<file path="src/rtl/lane_assist_ctrl.sv">
// Lane-keeping controller: debounced edge sensors drive a ramped, saturating
// steering correction with timeout alert and conflicting-sensor fault.
module lane_assist_deb #(
  parameter int DEBOUNCE = 3
) (
  input  logic CLK,
  input  logic RST_N,
  input  logic raw,
  output logic filt
);
  localparam int CW = (DEBOUNCE > 1) ? $clog2(DEBOUNCE + 1) : 1;

  logic [CW-1:0] cnt;

  always_ff @(posedge CLK or negedge RST_N) begin
    if (!RST_N) begin
      cnt  <= '0;
      filt <= 1'b0;
    end else if (raw == filt) begin
      cnt  <= '0;
    end else if (cnt == CW'(DEBOUNCE - 1)) begin
      filt <= raw;
      cnt  <= '0;
    end else begin
      cnt  <= cnt + 1'b1;
    end
  end
endmodule

module lane_assist_ctrl #(
  parameter int STEER_W   = 4,
  parameter int MAX_STEER = 12,
  parameter int RAMP_STEP = 2,
  parameter int DEBOUNCE  = 3,
  parameter int TIMEOUT   = 64
) (
  input  logic               CLK,
  input  logic               RST_N,
  input  logic               assist_right,
  input  logic               assist_left,
  input  logic               assist_disable,
  output logic [2:0]         lane,
  output logic               steer_dir,
  output logic [STEER_W-1:0] steer_mag,
  output logic               alert,
  output logic               fault
);
  localparam int NUM_SNS = 2;
  localparam int TW      = $clog2(TIMEOUT + 1);
  localparam logic [STEER_W-1:0] STEP_M =
    STEER_W'((RAMP_STEP > MAX_STEER) ? MAX_STEER : RAMP_STEP);

  typedef enum logic [2:0] {
    CENTER, CORR_R, CORR_L, RELEASE, DISABLED, FAULT
  } state_t;

  // index 0 = right, 1 = left
  logic [NUM_SNS-1:0] raw, filt;
  logic               fr, fl;
  assign raw = {assist_left, assist_right};
  assign fr  = filt[0];
  assign fl  = filt[1];

  genvar g;
  generate
    for (g = 0; g < NUM_SNS; g++) begin : g_deb
      lane_assist_deb #(.DEBOUNCE(DEBOUNCE)) u_deb (
        .CLK  (CLK),
        .RST_N(RST_N),
        .raw  (raw[g]),
        .filt (filt[g])
      );
    end
  endgenerate

  state_t             state, nxt;
  logic [TW-1:0]      tcnt, tcnt_n;
  logic [2:0]         lane_n;
  logic               dir_n, alert_n, fault_n;
  logic [STEER_W-1:0] mag_n, mag_up, mag_dn;
  logic [STEER_W:0]   sum;
  logic               same, opp, clr;

  always_ff @(posedge CLK or negedge RST_N) begin
    if (!RST_N) begin
      state     <= CENTER;
      lane      <= 3'b010;
      steer_dir <= 1'b0;
      steer_mag <= '0;
      alert     <= 1'b0;
      fault     <= 1'b0;
      tcnt      <= '0;
    end else begin
      state     <= nxt;
      lane      <= lane_n;
      steer_dir <= dir_n;
      steer_mag <= mag_n;
      alert     <= alert_n;
      fault     <= fault_n;
      tcnt      <= tcnt_n;
    end
  end

  always_comb begin
    nxt   = state;
    dir_n = steer_dir;
    mag_n = steer_mag;
    // Sum one bit wider so a near-full magnitude clamps instead of wrapping.
    sum    = {1'b0, steer_mag} + (STEER_W+1)'(RAMP_STEP);
    mag_up = (sum > (STEER_W+1)'(MAX_STEER)) ? STEER_W'(MAX_STEER) : sum[STEER_W-1:0];
    mag_dn = (steer_mag > STEER_W'(RAMP_STEP)) ? steer_mag - STEER_W'(RAMP_STEP) : '0;
    same   = steer_dir ? fl : fr;
    opp    = steer_dir ? fr : fl;

    if (assist_disable) begin
      nxt   = DISABLED;
      mag_n = '0;
    end else if (fr && fl) begin
      nxt   = FAULT;
      mag_n = '0;
    end else begin
      case (state)
        CENTER: begin
          if (fr) begin
            nxt = CORR_R; dir_n = 1'b0; mag_n = STEP_M;
          end else if (fl) begin
            nxt = CORR_L; dir_n = 1'b1; mag_n = STEP_M;
          end
        end
        CORR_R: begin
          if (fr) mag_n = mag_up;
          else begin nxt = RELEASE; mag_n = mag_dn; end
        end
        CORR_L: begin
          if (fl) mag_n = mag_up;
          else begin nxt = RELEASE; mag_n = mag_dn; end
        end
        RELEASE: begin
          // Direction only flips once the magnitude has bled off to zero.
          if (same) begin
            nxt   = steer_dir ? CORR_L : CORR_R;
            mag_n = mag_up;
          end else if (steer_mag == '0) begin
            if (opp) begin
              nxt   = steer_dir ? CORR_R : CORR_L;
              dir_n = ~steer_dir;
              mag_n = STEP_M;
            end else begin
              nxt = CENTER;
            end
          end else begin
            mag_n = mag_dn;
          end
        end
        DISABLED: begin
          nxt   = CENTER;
          mag_n = '0;
        end
        FAULT: begin
          mag_n = '0;
          if (!fr && !fl) nxt = CENTER;
        end
        default: begin
          nxt   = CENTER;
          mag_n = '0;
        end
      endcase
    end

    case (nxt)
      CORR_R:   lane_n = 3'b001;
      CORR_L:   lane_n = 3'b100;
      DISABLED: lane_n = 3'b000;
      FAULT:    lane_n = 3'b111;
      default:  lane_n = 3'b010;
    endcase
    fault_n = (nxt == FAULT);

    // Timeout counts cycles spent correcting; RELEASE only pauses it.
    clr = (nxt == CENTER) || (nxt == DISABLED) || (nxt == FAULT);
    if (clr)
      tcnt_n = '0;
    else if ((state == CORR_R || state == CORR_L) && tcnt != TW'(TIMEOUT))
      tcnt_n = tcnt + 1'b1;
    else
      tcnt_n = tcnt;
    alert_n = clr ? 1'b0 : (alert || (tcnt_n == TW'(TIMEOUT)));
  end
endmodule
</file>
<file path="config.mk">
export PLATFORM = sky130hd
export DESIGN_NAME = lane_assist_ctrl
export DESIGN_NICKNAME = d
export VERILOG_FILES = /design/src/rtl/lane_assist_ctrl.sv
export SDC_FILE = /design/constraint.sdc
export NUM_CORES = 1
export LEC_CHECK = 0
export ABC_AREA = 1
export BUFFER_PORTS_ARGS = -buffer_cell sky130_fd_sc_hd__buf_2
export CAP_MARGIN = 20
export CORE_MARGIN = 2
export CORE_UTILIZATION = 40
export CTS_BUF_LIST = sky130_fd_sc_hd__clkbuf_4 sky130_fd_sc_hd__clkbuf_8
export DETAILED_ROUTE_END_ITERATION = 6
export HOLD_SLACK_MARGIN = 0.12
export PLACE_DENSITY = 0.64
export SLEW_MARGIN = 10
export SYNTH_ARGS = -nofsm -noshare
export SYNTH_HDL_FRONTEND = slang
export SYNTH_HIERARCHICAL = 1
export SYNTH_SLANG_ARGS = --single-unit
</file>
<file path="constraint.sdc">
create_clock -name CLK -period 4.08 [get_ports CLK]
set_clock_uncertainty 0.1 [all_clocks]
set_input_delay 0.816 -clock CLK [delete_from_list [all_inputs] [get_ports CLK]]
set_output_delay 0.816 -clock CLK [all_outputs]
set_load 0.05 [all_outputs]
</file>
* Word level (Yosys, flattened, before mapping)
Index checks and enable logic that the tools add are counted.
** Cells by class
- Add/sub/neg operators :: 5
- Magnitude comparators :: 2
- Equality and inequality tests :: 20
- Mux-type cells :: 41
- Bitwise logic cells :: 5
- Reductions and logical operators :: 17
** Operators with widths (count)
- two-way mux 4 bit :: 11
- two-way mux 3 bit :: 9
- case mux 4 bit (4 select lines) :: 1
- case mux 3 bit (5 select lines) :: 1
- two-way mux 2 bit :: 7
- two-way mux 7 bit :: 2
- case mux 3 bit (4 select lines) :: 1
- == test 3 x 2 -> 1 bit, second input constant :: 3
- == test 3 bit, second input constant :: 3
- two-way mux 1 bit :: 8
- adder 7 x 1 -> 7 bit, second input constant :: 1
- == test 7 bit, second input constant :: 1
- inequality test 7 bit, second input constant :: 1
- AND reduction 7 bit :: 1
- == test 3 x 1 -> 1 bit, second input constant :: 2
- logical NOT 3 bit :: 2
- inequality test 2 bit, second input constant :: 3
- inequality test 6 bit, second input constant :: 1
- AND reduction 2 bit :: 3
- adder 4 x 2 -> 5 bit, second input constant :: 1
- greater-than comparator 5 x 4 -> 1 bit, second input constant :: 1
- inequality test 5 x 3 -> 1 bit, second input constant :: 1
- inverter 1 bit :: 5
- adder 2 x 1 -> 2 bit, second input constant :: 2
- other kinds (11) :: 19
** Storage, ports and cells
- Bits in registers :: 26
- Input port bits :: 5
- Output and inout bits :: 10
- Word-level logic and storage cells :: 101

* Depth between registers and ports, before layout
Gate-level depths: netlist (run 1).
- Depth after elaboration :: 14
- Mapped depth :: 14

* Modules after synthesis
Netlist (run 1), hierarchy kept.
** Modules (own cells, without submodules)
- lane_assist_ctrl :: instances 1, cells an instance 211, area an instance 1420.1 um^2
- lane_assist_deb :: instances 2, cells an instance 19, area an instance 136.4 um^2

* Worst setup path after synthesis (run 1)
OpenSTA, ideal clock, no wires.
- Path kind :: reg-to-reg
- Start point :: reg steer_mag[1]
- End point :: reg steer_mag[1]
- Arrival time :: 1.727 ns
- Data required time :: 3.914 ns
- Slack :: 2.187 ns
- Cell stages (with the launch flop) :: 10
- Clock period less this slack :: 1.893 ns
- Cells stage by stage :: dfrtp_1 > inv_1 > ha_1 > nand3_1 > nand2_1 > o21ai_0 > nand3_1 > nand3_1 > nand2_1 > nand2_1
** Between the ends
- Cells in the longest elaborated chain, start to end :: 7
- Elaborated cells on any way between the ends :: 16
- Those cells by class :: add/sub: 2; order compare: 2; eq/ne: 1; mux: 9; reduce/logical: 2
** RTL lines
- start, declared :: RTL line 44 : output logic [STEER_W-1:0] steer_mag,
- start signal, assigned :: RTL line 97 : steer_mag <= mag_n;
- adder 4 x 2 -> 5 bit (tied with other cells) :: RTL line 109 : sum = {1'b0, steer_mag} + (STEER_W+1)'(RAMP_STEP);
- greater-than comparator 5 x 4 -> 1 bit / two-way mux 4 bit (equally long branches) :: RTL line 110, 111
- two-way mux 4 bit, on equally long branches :: RTL line 110, 143
- two-way mux 4 bit, on equally long branches :: RTL line 140, 131, 135
- case mux 4 bit (4 select lines) :: RTL line 122 : case (state)
- two-way mux 4 bit :: RTL line 118 : end else if (fr && fl) begin
- two-way mux 4 bit :: RTL line 115 : if (assist_disable) begin
Parallel ways exist; a longest one is shown, timed or not.
A chain may end at the register's enable or synchronous reset.

* Worst setup path after layout (run 1)
- Start point :: reg steer_mag[1]
- End point :: out steer_mag[1]
No word-level cell between the ends.

==> flow_metrics.py, run 1 <==
metrics = {
    "sta": {
        "worst_pin_slew_ps": 566.2,
        "layout_worst_path_cycle_share_pct": 48.45,
        "max_freq_ghz": 0.5059,
        "worst_slew_margin_rel_pct": 62.25,
        "unrepaired_setup_endpoints_after_global_routing": "false",
        "maxSlewViolCount": 0,
        "final.setup.tns_ps": 0,
        "finalHoldViolations": 0,
        "fin_crit_ps": 1977,
        "timing.final.setup_violations": 0,
    },
    "floorplan": {
        "coreArea_um2": 4029,
        "placement_rows": 23,
        "area_enclosed_by_the_die_boundary_um2": 4769,
        "io_pins": 15,
        "initial_core_util_pct": 42.02,
        "chipHeight_um": 69.06,
        "die_width_um": 69.06,
    },
    "layout": {
        "num_antenna_cells": 0,
        "num-nets-final": 277,
        "final-instance-count-excl-fill": 316,
        "area_delta_synth_final_pct": 10.79,
        "final_util_pct": 46.55,
        "post_route_cells_drive_above_1_share_pct": 12.41,
    },
    "yosys": {
        "synth.avg_cell_area_um2": 6.799,
        "synth.top_cell.area_share_pct": 36.95,
        "yosys_warnings": 6,
        "synth.top_cells.by_count": "sky130_fd_sc_hd__nand2_1, sky130_fd_sc_hd__inv_1, sky130_fd_sc_hd__dfrtp_1",
        "synth.area.top_cells": "sky130_fd_sc_hd__dfrtp_1, sky130_fd_sc_hd__nand2_1, sky130_fd_sc_hd__inv_1",
        "post_synth_and_or_nand_nor_area_fraction_pct": 35.85,
        "syn_std_cell_area_um2": 1693,
        "synth-adder-area-share_pct": 3.695,
        "edff_count_synth": 0,
        "synth_async_sr_flop_share_pct": 100.0,
        "ys_dominant_reg_cell": "sky130_fd_sc_hd__dfrtp_1",
        "synthDistinctLibCells": 29,
        "ffs_latches_synth": 26,
        "yosys-mux-area-fraction_pct": 0,
        "synth.net_count": 259,
        "yosysMostFrequentCell": "sky130_fd_sc_hd__nand2_1",
        "number_of_standard_cells_after_synthesis": 249,
        "synth_top_family_by_area": "simple AND/OR/NAND/NOR gates",
        "yosys.area_share.xor_xnor_pct": 2.069,
        "synth_top_cell_by_area": "sky130_fd_sc_hd__dfrtp_1",
        "yosysSeqAreaShare_pct": 38.51,
        "synth_compound_gate_area_share_pct": 8.574,
    },
    "power_and_ir_drop": {
        "leakagePower_nw": 1.088,
        "power_total_mw": 0.9644,
        "vdd_ir_drop_max_v": 0.0002590,
        "power_density_nw_per_um2": 514.2,
    },
    "routing": {
        "wirelength_met1_mm": 1.525,
        "routed_wire_length_per_instance_um": 9.867,
        "remaining_design_rule_violation_count": 0,
        "drt_wl_total_mm": 3.118,
        "route.met2.wl_mm": 1.441,
        "ant_nets": 0,
        "number_of_vias_per_cell_after_detailed_routing": 4.731,
        "route.top_layer_used": "met4",
        "drt_pre_antenna_iters": 4,
        "detailedRoute.firstIterationViolations": 93,
        "dr_total_vias": 1495,
        "dr_wl_met3_um": 103,
    },
    "setup_path": {
        "cp_buf_inv_count": 1,
        "timing.critical_path.cells": "buf_2",
        "cp_top_family": "flip-flops",
        "crit_path_max_fanout": 8,
        "critPathCaptureType": "output pin",
        "worst-r2r-setup-slack_ps": 2300,
        "worstPathRequired_ps": 3160,
        "cp_data_arrival_time_ps": 1060,
        "criticalPathCategory": "reg2out",
        "max_stage_delay_ps": 480,
        "highest_delay_cell_along_the_critical_path": "sky130_fd_sc_hd__dfrtp_1",
        "cp-start-kind": "flop",
    },
    "hold_path": {
        "hold_class": "reg2reg",
    },
    "grt": {
        "grt.total_usage_pct": 14.37,
        "grt.overflow.total": 0,
        "pin_count_of_the_biggest_net_entering_global_routing": 27,
        "global_route_wire_length_before_repair_mm": 5.747,
        "antenna_violations_before_repair": 0,
        "grt_pass1_vias": 1379,
    },
    "cts": {
        "tritoncts": "built",
        "clock_latency_at_the_later_pin_of_the_worst_skew_pair_ps": 270,
        "htree_levels": 1,
        "clkSinkCount": 26,
        "postCtsSetupRepairBufs": 0,
        "ctsHoldBuffers": 0,
        "clockRootBuffer": "sky130_fd_sc_hd__clkbuf_8",
        "clk_pin_slew_ps": 90,
        "clock_path_buffers": 2,
        "cts_buffers": 3,
        "post_cts_resize_count": 0,
    },
    "placement": {
        "numPortBuffers": 14,
        "detailed_place_hpwl_mm": 2.405,
        "placed_cells": 312,
        "final_replace_weighted_congestion": 0.7985,
    },
    "run": {
        "drv.max_cap_violation_count": 0,
    },
    "status": {
        "run_status": "completed",
    },
}
## cells by family (layout without fill, tap and decap cells)
family	count (synthesis)	in the layout
DFF	26	26
AOI/OAI and AO/OA	26	26
adders and majority gates	5	5
and+or+nand+nor	138	138
xor gates and xnor gates	4	4
buffers and inverters	50	67
## report_power, final
part | internal, mW | total, mW | switching, mW
Combinational | 0.118 | 0.416 | 0.298
Clock | 0.0863 | 0.167 | 0.0806
Sequential | 0.322 | 0.382 | 0.0593
Total | 0.526 | 0.964 | 0.438
## stage by stage
stage / worst slack [ps] / cell area [um2] / hold slack [ps]
floorplan: 2187 / 1693 / 386.6
global placement: 2142 / 1821 / 404.3
detailed placement: 2053 / 1821 / 402.1
CTS: 2083 / 1876 / 416.6
global route: 2043 / 1876 / 445.3
finish: 2103 / 1876 / 413.3
## final timing paths
kind	start	endpoint	cells after the start
max in group asynchronous	RST_N	lane[1]$_DFF_PN1_	1
max	steer_mag[1]$_DFFE_PN0P_	steer_mag[1]	1
min reg2reg	g_deb[0].u_deb/cnt[0]$_DFF_PN0_	g_deb[0].u_deb/cnt[1]$_DFF_PN0_	2
min in group asynchronous	RST_N	g_deb[0].u_deb/cnt[0]$_DFF_PN0_	1
min	g_deb[0].u_deb/cnt[0]$_DFF_PN0_	g_deb[0].u_deb/cnt[1]$_DFF_PN0_	2
max reg2reg	tcnt[0]$_DFF_PN0_	alert$_DFF_PN0_	14
## cell usage in the layout (no fill, tap or decap), drive strengths merged, types with 2 or more instances in the layout
cell type   n
ha          5
buf        14
nand2      88
xor2        3
nor2       23
nand3b      2
o21ai      15
a21oi       3
dfrtp      25
nand4       3
nand3      20
inv        49
o22ai       4
clkbuf      4
## per-layer routing
layer	track usage, %	vias up
met1	19.26	651
met2	23.82	27
li1	-	813
met5	0	-
met3	1.754	4
met4	5.229	0
## state kept, by name, summed over array words and instances, names as in the netlist
signal / cells
state: 3
alert: 1
tcnt: 7
lane: 3
fault: 1
steer_dir: 1
steer_mag: 4
g_deb.u_deb/filt: 2
g_deb.u_deb/cnt: 4
## area by class of cell
type / count / area [um2]
Timing Repair Buffer: 14 / 70.07
Sequential cell: 26 / 651.9
Multi-Input combinational cell: 173 / 849.6
Tap cell: 50 / 62.56
Inverter: 49 / 186.4
Clock buffer: 4 / 55.05
Fill cell: 410 / 2153
(Power assumes the default switching activity.)
==> run 2: changes to the inputs <==
==> constraint.sdc (replaced) <==
create_clock -name CLK -period 1.93 [get_ports CLK]
set_clock_uncertainty 0.1 [all_clocks]
set_input_delay 0.386 -clock CLK [delete_from_list [all_inputs] [get_ports CLK]]
set_output_delay 0.386 -clock CLK [all_outputs]
set_load 0.05 [all_outputs]
==> flow_metrics.py, run 2 (synthesis gave the netlist of run 1 again) <==
metrics = {
    "run": {
        "drv.max_cap_violation_count": 0,
    },
    "sta": {
        "unrepaired_setup_endpoints_after_global_routing": "false",
        "fin_crit_ps": 1712,
        "worst_slack_ps": 217.7,
        "maxSlewViolCount": 0,
        "layout_worst_path_cycle_share_pct": 88.72,
        "max_freq_ghz": 0.5840,
        "worst_pin_slew_ps": 581.1,
        "timing.final.setup_violations": 0,
        "finalHoldViolations": 0,
        "final.setup.tns_ps": 0,
        "worst_slew_margin_rel_pct": 61.26,
    },
    "placement": {
        "detailed_place_hpwl_mm": 2.521,
        "placed_cells": 314,
        "numPortBuffers": 14,
        "final_replace_weighted_congestion": 0.9163,
        "post_dp_cell_area_um2": 1836,
        "post-place-ws_ps": 175.6,
    },
    "layout": {
        "post_route_cells_drive_above_1_share_pct": 13.70,
        "fillerInstances": 418,
        "num-nets-final": 281,
        "largest-register": "tcnt",
        "most-common-layout-cells": "sky130_fd_sc_hd__nand2_1, sky130_fd_sc_hd__inv_1, sky130_fd_sc_hd__dfrtp_1, sky130_fd_sc_hd__nor2_1, sky130_fd_sc_hd__nand3_1",
        "num_antenna_cells": 0,
        "largest_reg_flops": 7,
        "registers_with_the_highest_flip_flop_counts": "tcnt (7), g_deb.u_deb/cnt (4), steer_mag (4)",
        "area_delta_synth_final_pct": 13.75,
        "postLayoutCellArea_um2": 1926,
        "layout.cells.most_common": "sky130_fd_sc_hd__nand2_1",
        "final-instance-count-excl-fill": 320,
    },
    "power_and_ir_drop": {
        "power_density_nw_per_um2": 1115,
        "power.clock.fraction_pct": 20.9,
        "p_int_mw": 1.214,
        "power_frac_comb_pct": 41.4,
        "power.net_switching_mw": 0.9321,
        "sequentialPowerShare_pct": 37.7,
        "power_switching_share_pct": 43.43,
        "vdd_ir_drop_max_v": 0.0005809,
        "leakagePower_nw": 1.112,
    },
    "setup_path": {
        "critPathCaptureType": "flop",
        "criticalPathCategory": "reg2reg",
        "crit_path_max_fanout": 8,
        "r2r_cells": 14,
        "crit-reg2reg-launch": "tcnt[1]$_DFF_PN0_",
        "critical_path.reg2reg.endpoint": "alert$_DFF_PN0_",
        "worstPathRequired_ps": 2030,
        "cp_data_arrival_time_ps": 1810,
        "cp-start-kind": "flop",
        "worst-r2r-setup-slack_ps": 220,
    },
    "grt": {
        "antenna_violations_before_repair": 0,
        "grt.overflow.total": 0,
        "pin_count_of_the_biggest_net_entering_global_routing": 27,
        "grt_pass1_vias": 1483,
        "global_route_wire_length_before_repair_mm": 6.058,
        "grt.total_usage_pct": 15.04,
    },
    "status": {
        "run_status": "completed",
    },
    "floorplan": {
        "die_width_um": 69.06,
        "coreArea_um2": 4029,
        "chipHeight_um": 69.06,
        "placement_rows": 23,
        "initial_core_util_pct": 42.02,
        "area_enclosed_by_the_die_boundary_um2": 4769,
        "io_pins": 15,
    },
    "routing": {
        "drt_wl_total_mm": 3.283,
        "routed_wire_length_per_instance_um": 10.26,
        "route.met2.wl_mm": 1.628,
        "number_of_vias_per_cell_after_detailed_routing": 4.744,
        "ant_nets": 0,
        "detailedRoute.firstIterationViolations": 66,
        "wirelength_met1_mm": 1.546,
        "drt_pre_antenna_iters": 4,
        "remaining_design_rule_violation_count": 0,
        "dr_total_vias": 1518,
        "dr_wl_met3_um": 53,
        "route.top_layer_used": "met4",
    },
    "cts": {
        "clk_pin_slew_ps": 90,
        "clkSinkCount": 26,
        "cts_buffers": 3,
        "tritoncts": "built",
        "htree_levels": 1,
        "clock_path_buffers": 2,
        "clockRootBuffer": "sky130_fd_sc_hd__clkbuf_8",
        "clock_latency_at_the_later_pin_of_the_worst_skew_pair_ps": 270,
    },
    "hold_path": {
        "min_from": "assist_disable",
        "min_delay_worst_endpoint": "state[1]$_DFF_PN0_",
        "hold_class": "in2reg",
        "whs_path_depth": 2,
    },
}
[run 2: what timing repair did]
item,in CTS,in global routing
resized for setup,0,1
setup endpoints to repair,0,1
setup buffers,0,1
hold endpoints to repair,25,0
hold buffers,1,0
[run 2: layout make-up]
cell class	count	area, um2	area share, %
Inverter	49	186.4	9.682
Sequential cell	26	653.1	33.92
Tap cell	50	62.56	3.249
Clock inverter	1	30.03	1.559
Multi-Input combinational cell	173	849.6	44.12
Timing Repair Buffer	18	102.6	5.328
Clock buffer	3	41.29	2.144
[run 2: power groups by stage]
stage               registers [mW]  clock network (mW)  logic, mW
floorplan                    0.972                   0      0.534
CTS                          0.810               0.467      0.897
detailed placement           0.822                   0      0.892
finish                       0.808               0.449      0.889
global placement             0.820                   0      0.883
global route                 0.838               0.489       1.01
[run 2: worst max path at each step]
stage / start / to / depth (start not counted)
2_1_floorplan: steer_mag[1]$_DFFE_PN0P_ / steer_mag[1]$_DFFE_PN0P_ / 9
3_3_place_gp: tcnt[0]$_DFF_PN0_ / alert$_DFF_PN0_ / 14
3_5_place_dp: tcnt[0]$_DFF_PN0_ / alert$_DFF_PN0_ / 14
4_1_cts: tcnt[0]$_DFF_PN0_ / alert$_DFF_PN0_ / 14
5_1_grt: g_deb[0].u_deb/filt$_DFFE_PN0P_ / steer_mag[3]$_DFFE_PN0P_ / 7
6_report: tcnt[1]$_DFF_PN0_ / alert$_DFF_PN0_ / 14
[run 2: worst max-delay path, cell delays in order (launching register included)]
cell	delay, ps
sky130_fd_sc_hd__dfrtp_1	450
sky130_fd_sc_hd__inv_1	90
sky130_fd_sc_hd__ha_1	140
sky130_fd_sc_hd__nand2_1	50
sky130_fd_sc_hd__inv_1	90
sky130_fd_sc_hd__nand3_4	100
sky130_fd_sc_hd__nand2_4	120
sky130_fd_sc_hd__inv_2	50
sky130_fd_sc_hd__nand2_1	50
sky130_fd_sc_hd__nand2_1	40
sky130_fd_sc_hd__nand2_1	70
sky130_fd_sc_hd__nand2_1	70
sky130_fd_sc_hd__nor2_2	70
sky130_fd_sc_hd__nand2_1	50
sky130_fd_sc_hd__a21oi_1	100
[run 2: metal layers]
layer / track usage, % / vias up
met5: 0 / -
met3: 1.316 / 6
met2: 26.50 / 19
met4: 5.447 / 0
li1: - / 812
met1: 19.11 / 681
[run 2: stage by stage]
step | hold WS, ps | utilization (%) | power (mW)
2_1_floorplan | -9.591 | - | 1.506
3_3_place_gp | 318.8 | 45.56 | 1.703
3_5_place_dp | 324.9 | 45.56 | 1.714
4_1_cts | 228.9 | 47.58 | 2.175
5_1_grt | 233.8 | 47.80 | 2.339
6_report | 229.2 | 47.80 | 2.146
==> run 3: changes to the inputs <==
--- a/config.mk
+++ b/config.mk
@@ -6,14 +6,14 @@
 export NUM_CORES = 1
 export LEC_CHECK = 0
 export ABC_AREA = 1
-export BUFFER_PORTS_ARGS = -buffer_cell sky130_fd_sc_hd__buf_2
 export CAP_MARGIN = 20
 export CORE_MARGIN = 2
 export CORE_UTILIZATION = 40
 export CTS_BUF_LIST = sky130_fd_sc_hd__clkbuf_4 sky130_fd_sc_hd__clkbuf_8
 export DETAILED_ROUTE_END_ITERATION = 6
+export DONT_BUFFER_PORTS = 1
 export HOLD_SLACK_MARGIN = 0.12
-export PLACE_DENSITY = 0.64
+export PLACE_DENSITY = 0.61
 export SLEW_MARGIN = 10
 export SYNTH_ARGS = -nofsm -noshare
 export SYNTH_HDL_FRONTEND = slang
==> flow_metrics.py, run 3 (synthesis gave the netlist of run 1 again) <==
metrics = {
    "setup_path": {
        "crit_path_max_fanout": 8,
        "criticalPathCategory": "reg2reg",
        "critPathCaptureType": "flop",
        "cp-start-kind": "flop",
        "cp_data_arrival_time_ps": 1790,
        "r2r_cells": 14,
        "worstPathRequired_ps": 2030,
    },
    "floorplan": {
        "die_width_um": 69.06,
        "io_pins": 15,
        "chipHeight_um": 69.06,
        "placement_rows": 23,
        "initial_core_util_pct": 42.02,
        "area_enclosed_by_the_die_boundary_um2": 4769,
        "coreArea_um2": 4029,
    },
    "cts": {
        "clock_latency_at_the_later_pin_of_the_worst_skew_pair_ps": 270,
        "htree_levels": 1,
        "clkSinkCount": 26,
        "clockRootBuffer": "sky130_fd_sc_hd__clkbuf_8",
        "clk_pin_slew_ps": 90,
        "clock_path_buffers": 2,
        "cts_buffers": 3,
        "tritoncts": "built",
    },
    "grt": {
        "grt.overflow.total": 0,
        "grt_pass1_vias": 1380,
        "pin_count_of_the_biggest_net_entering_global_routing": 27,
        "global_route_wire_length_before_repair_mm": 5.961,
        "antenna_violations_before_repair": 0,
        "grt.total_usage_pct": 14.88,
    },
    "layout": {
        "layout.cells.most_common": "sky130_fd_sc_hd__nand2_1",
        "postLayoutCellArea_um2": 1911,
        "largest_reg_flops": 7,
        "post_route_cells_drive_above_1_share_pct": 12.17,
        "area_delta_synth_final_pct": 12.86,
        "largest-register": "tcnt",
        "final_util_pct": 47.42,
        "most-common-layout-cells": "sky130_fd_sc_hd__nand2_1, sky130_fd_sc_hd__inv_1, sky130_fd_sc_hd__dfrtp_1, sky130_fd_sc_hd__nor2_1, sky130_fd_sc_hd__nand3_1",
        "num_antenna_cells": 0,
        "final-instance-count-excl-fill": 313,
        "registers_with_the_highest_flip_flop_counts": "tcnt (7), g_deb.u_deb/cnt (4), steer_mag (4)",
        "num-nets-final": 274,
    },
    "power_and_ir_drop": {
        "p_int_mw": 1.103,
        "power_total_mw": 2.020,
        "power_density_nw_per_um2": 1057,
        "vdd_ir_drop_max_v": 0.0006180,
        "leakagePower_nw": 1.076,
        "power_switching_share_pct": 45.38,
        "power_frac_comb_pct": 36.0,
        "power.clock.fraction_pct": 17.2,
        "power.net_switching_mw": 0.9165,
        "sequentialPowerShare_pct": 46.8,
    },
    "placement": {
        "final_replace_weighted_congestion": 0.7950,
        "post-place-ws_ps": 192.0,
        "detailed_place_hpwl_mm": 2.591,
        "post_dp_cell_area_um2": 1795,
        "numPortBuffers": 0,
        "placed_cells": 304,
    },
    "routing": {
        "drt_pre_antenna_iters": 4,
        "remaining_design_rule_violation_count": 0,
        "dr_total_vias": 1508,
        "detailedRoute.firstIterationViolations": 40,
        "drt_wl_total_mm": 3.334,
        "routed_wire_length_per_instance_um": 10.65,
        "number_of_vias_per_cell_after_detailed_routing": 4.818,
        "ant_nets": 0,
    },
    "sta": {
        "fin_crit_ps": 1692,
        "final.setup.tns_ps": 0,
        "finalHoldViolations": 0,
        "worst_slack_ps": 237.9,
        "max_freq_ghz": 0.5910,
        "maxSlewViolCount": 0,
        "unrepaired_setup_endpoints_after_global_routing": "false",
        "timing.final.setup_violations": 0,
        "hold-worst-slack_ps": 181.7,
        "worst_pin_slew_ps": 493.3,
        "layout_worst_path_cycle_share_pct": 87.67,
        "worst_slew_margin_rel_pct": 67.11,
    },
    "hold_path": {
        "whs_path_depth": 3,
        "hold_class": "in2reg",
    },
    "run": {
        "drv.max_cap_violation_count": 0,
    },
    "status": {
        "run_status": "completed",
    },
}
==> run 3: power groups by stage <==
stage | Combinational, mW | Clock [mW] | Sequential (mW)
2_1_floorplan | 0.534 | 0 | 0.972
3_3_place_gp | 0.709 | 0 | 0.957
3_5_place_dp | 0.713 | 0 | 0.956
4_1_cts | 0.734 | 0.363 | 0.945
5_1_grt | 0.859 | 0.381 | 0.968
6_report | 0.727 | 0.348 | 0.944
==> run 3: final timing paths <==
kind                                                 start                              end  slack, ps
max in group asynchronous                            RST_N                lane[1]$_DFF_PN1_       1040
min                                         assist_disable         steer_mag[1]$_DFFE_PN0P_        180
min reg2reg                g_deb[0].u_deb/cnt[0]$_DFF_PN0_  g_deb[0].u_deb/cnt[1]$_DFF_PN0_        410
max                                      tcnt[0]$_DFF_PN0_                  alert$_DFF_PN0_        240
max reg2reg                              tcnt[0]$_DFF_PN0_                  alert$_DFF_PN0_        240
min in group asynchronous                            RST_N                tcnt[4]$_DFF_PN0_        460
==> run 3: metal layers <==
metal  part of all wire (%)  up-vias  track usage, %  wire length, um
li1                       -      803               -                -
met1                     47      687           18.27             1571
met2                     49       14           26.92             1637
met3                    2.5        4           1.901               82
met4                    1.3        0           4.575               43
met5                      0        -               0                0
==> run 3: repair_timing <==
item                                    CTS  global route
endpoints found under the setup margin    0             1
resized for setup                         0             4
endpoints found under the hold margin    27             0
setup buffers                             0             2
hold buffers                              3             0
==> run 3: area by class of cell <==
type	instances	area, um2
multi-input cells	173	849.6
repair buffers	11	100.1
flip-flops and latches	26	656.9
inverters	49	186.4
well taps	50	62.56
clock buffers	4	55.05
fillers	425	2118
==> run 3: critical path, stage by stage, from the launching register on <==
cell and delay [ps]:
sky130_fd_sc_hd__dfrtp_2 440, sky130_fd_sc_hd__inv_1 80, sky130_fd_sc_hd__ha_1 140, sky130_fd_sc_hd__nand2_1 40, sky130_fd_sc_hd__inv_1 80, sky130_fd_sc_hd__nand3_4 100
sky130_fd_sc_hd__nand2_4 130, sky130_fd_sc_hd__inv_2 50, sky130_fd_sc_hd__nand2_1 60, sky130_fd_sc_hd__nand2_1 50, sky130_fd_sc_hd__nand2_1 70, sky130_fd_sc_hd__nand2_1 60
sky130_fd_sc_hd__nor2_2 70, sky130_fd_sc_hd__nand2_1 50, sky130_fd_sc_hd__a21oi_1 110
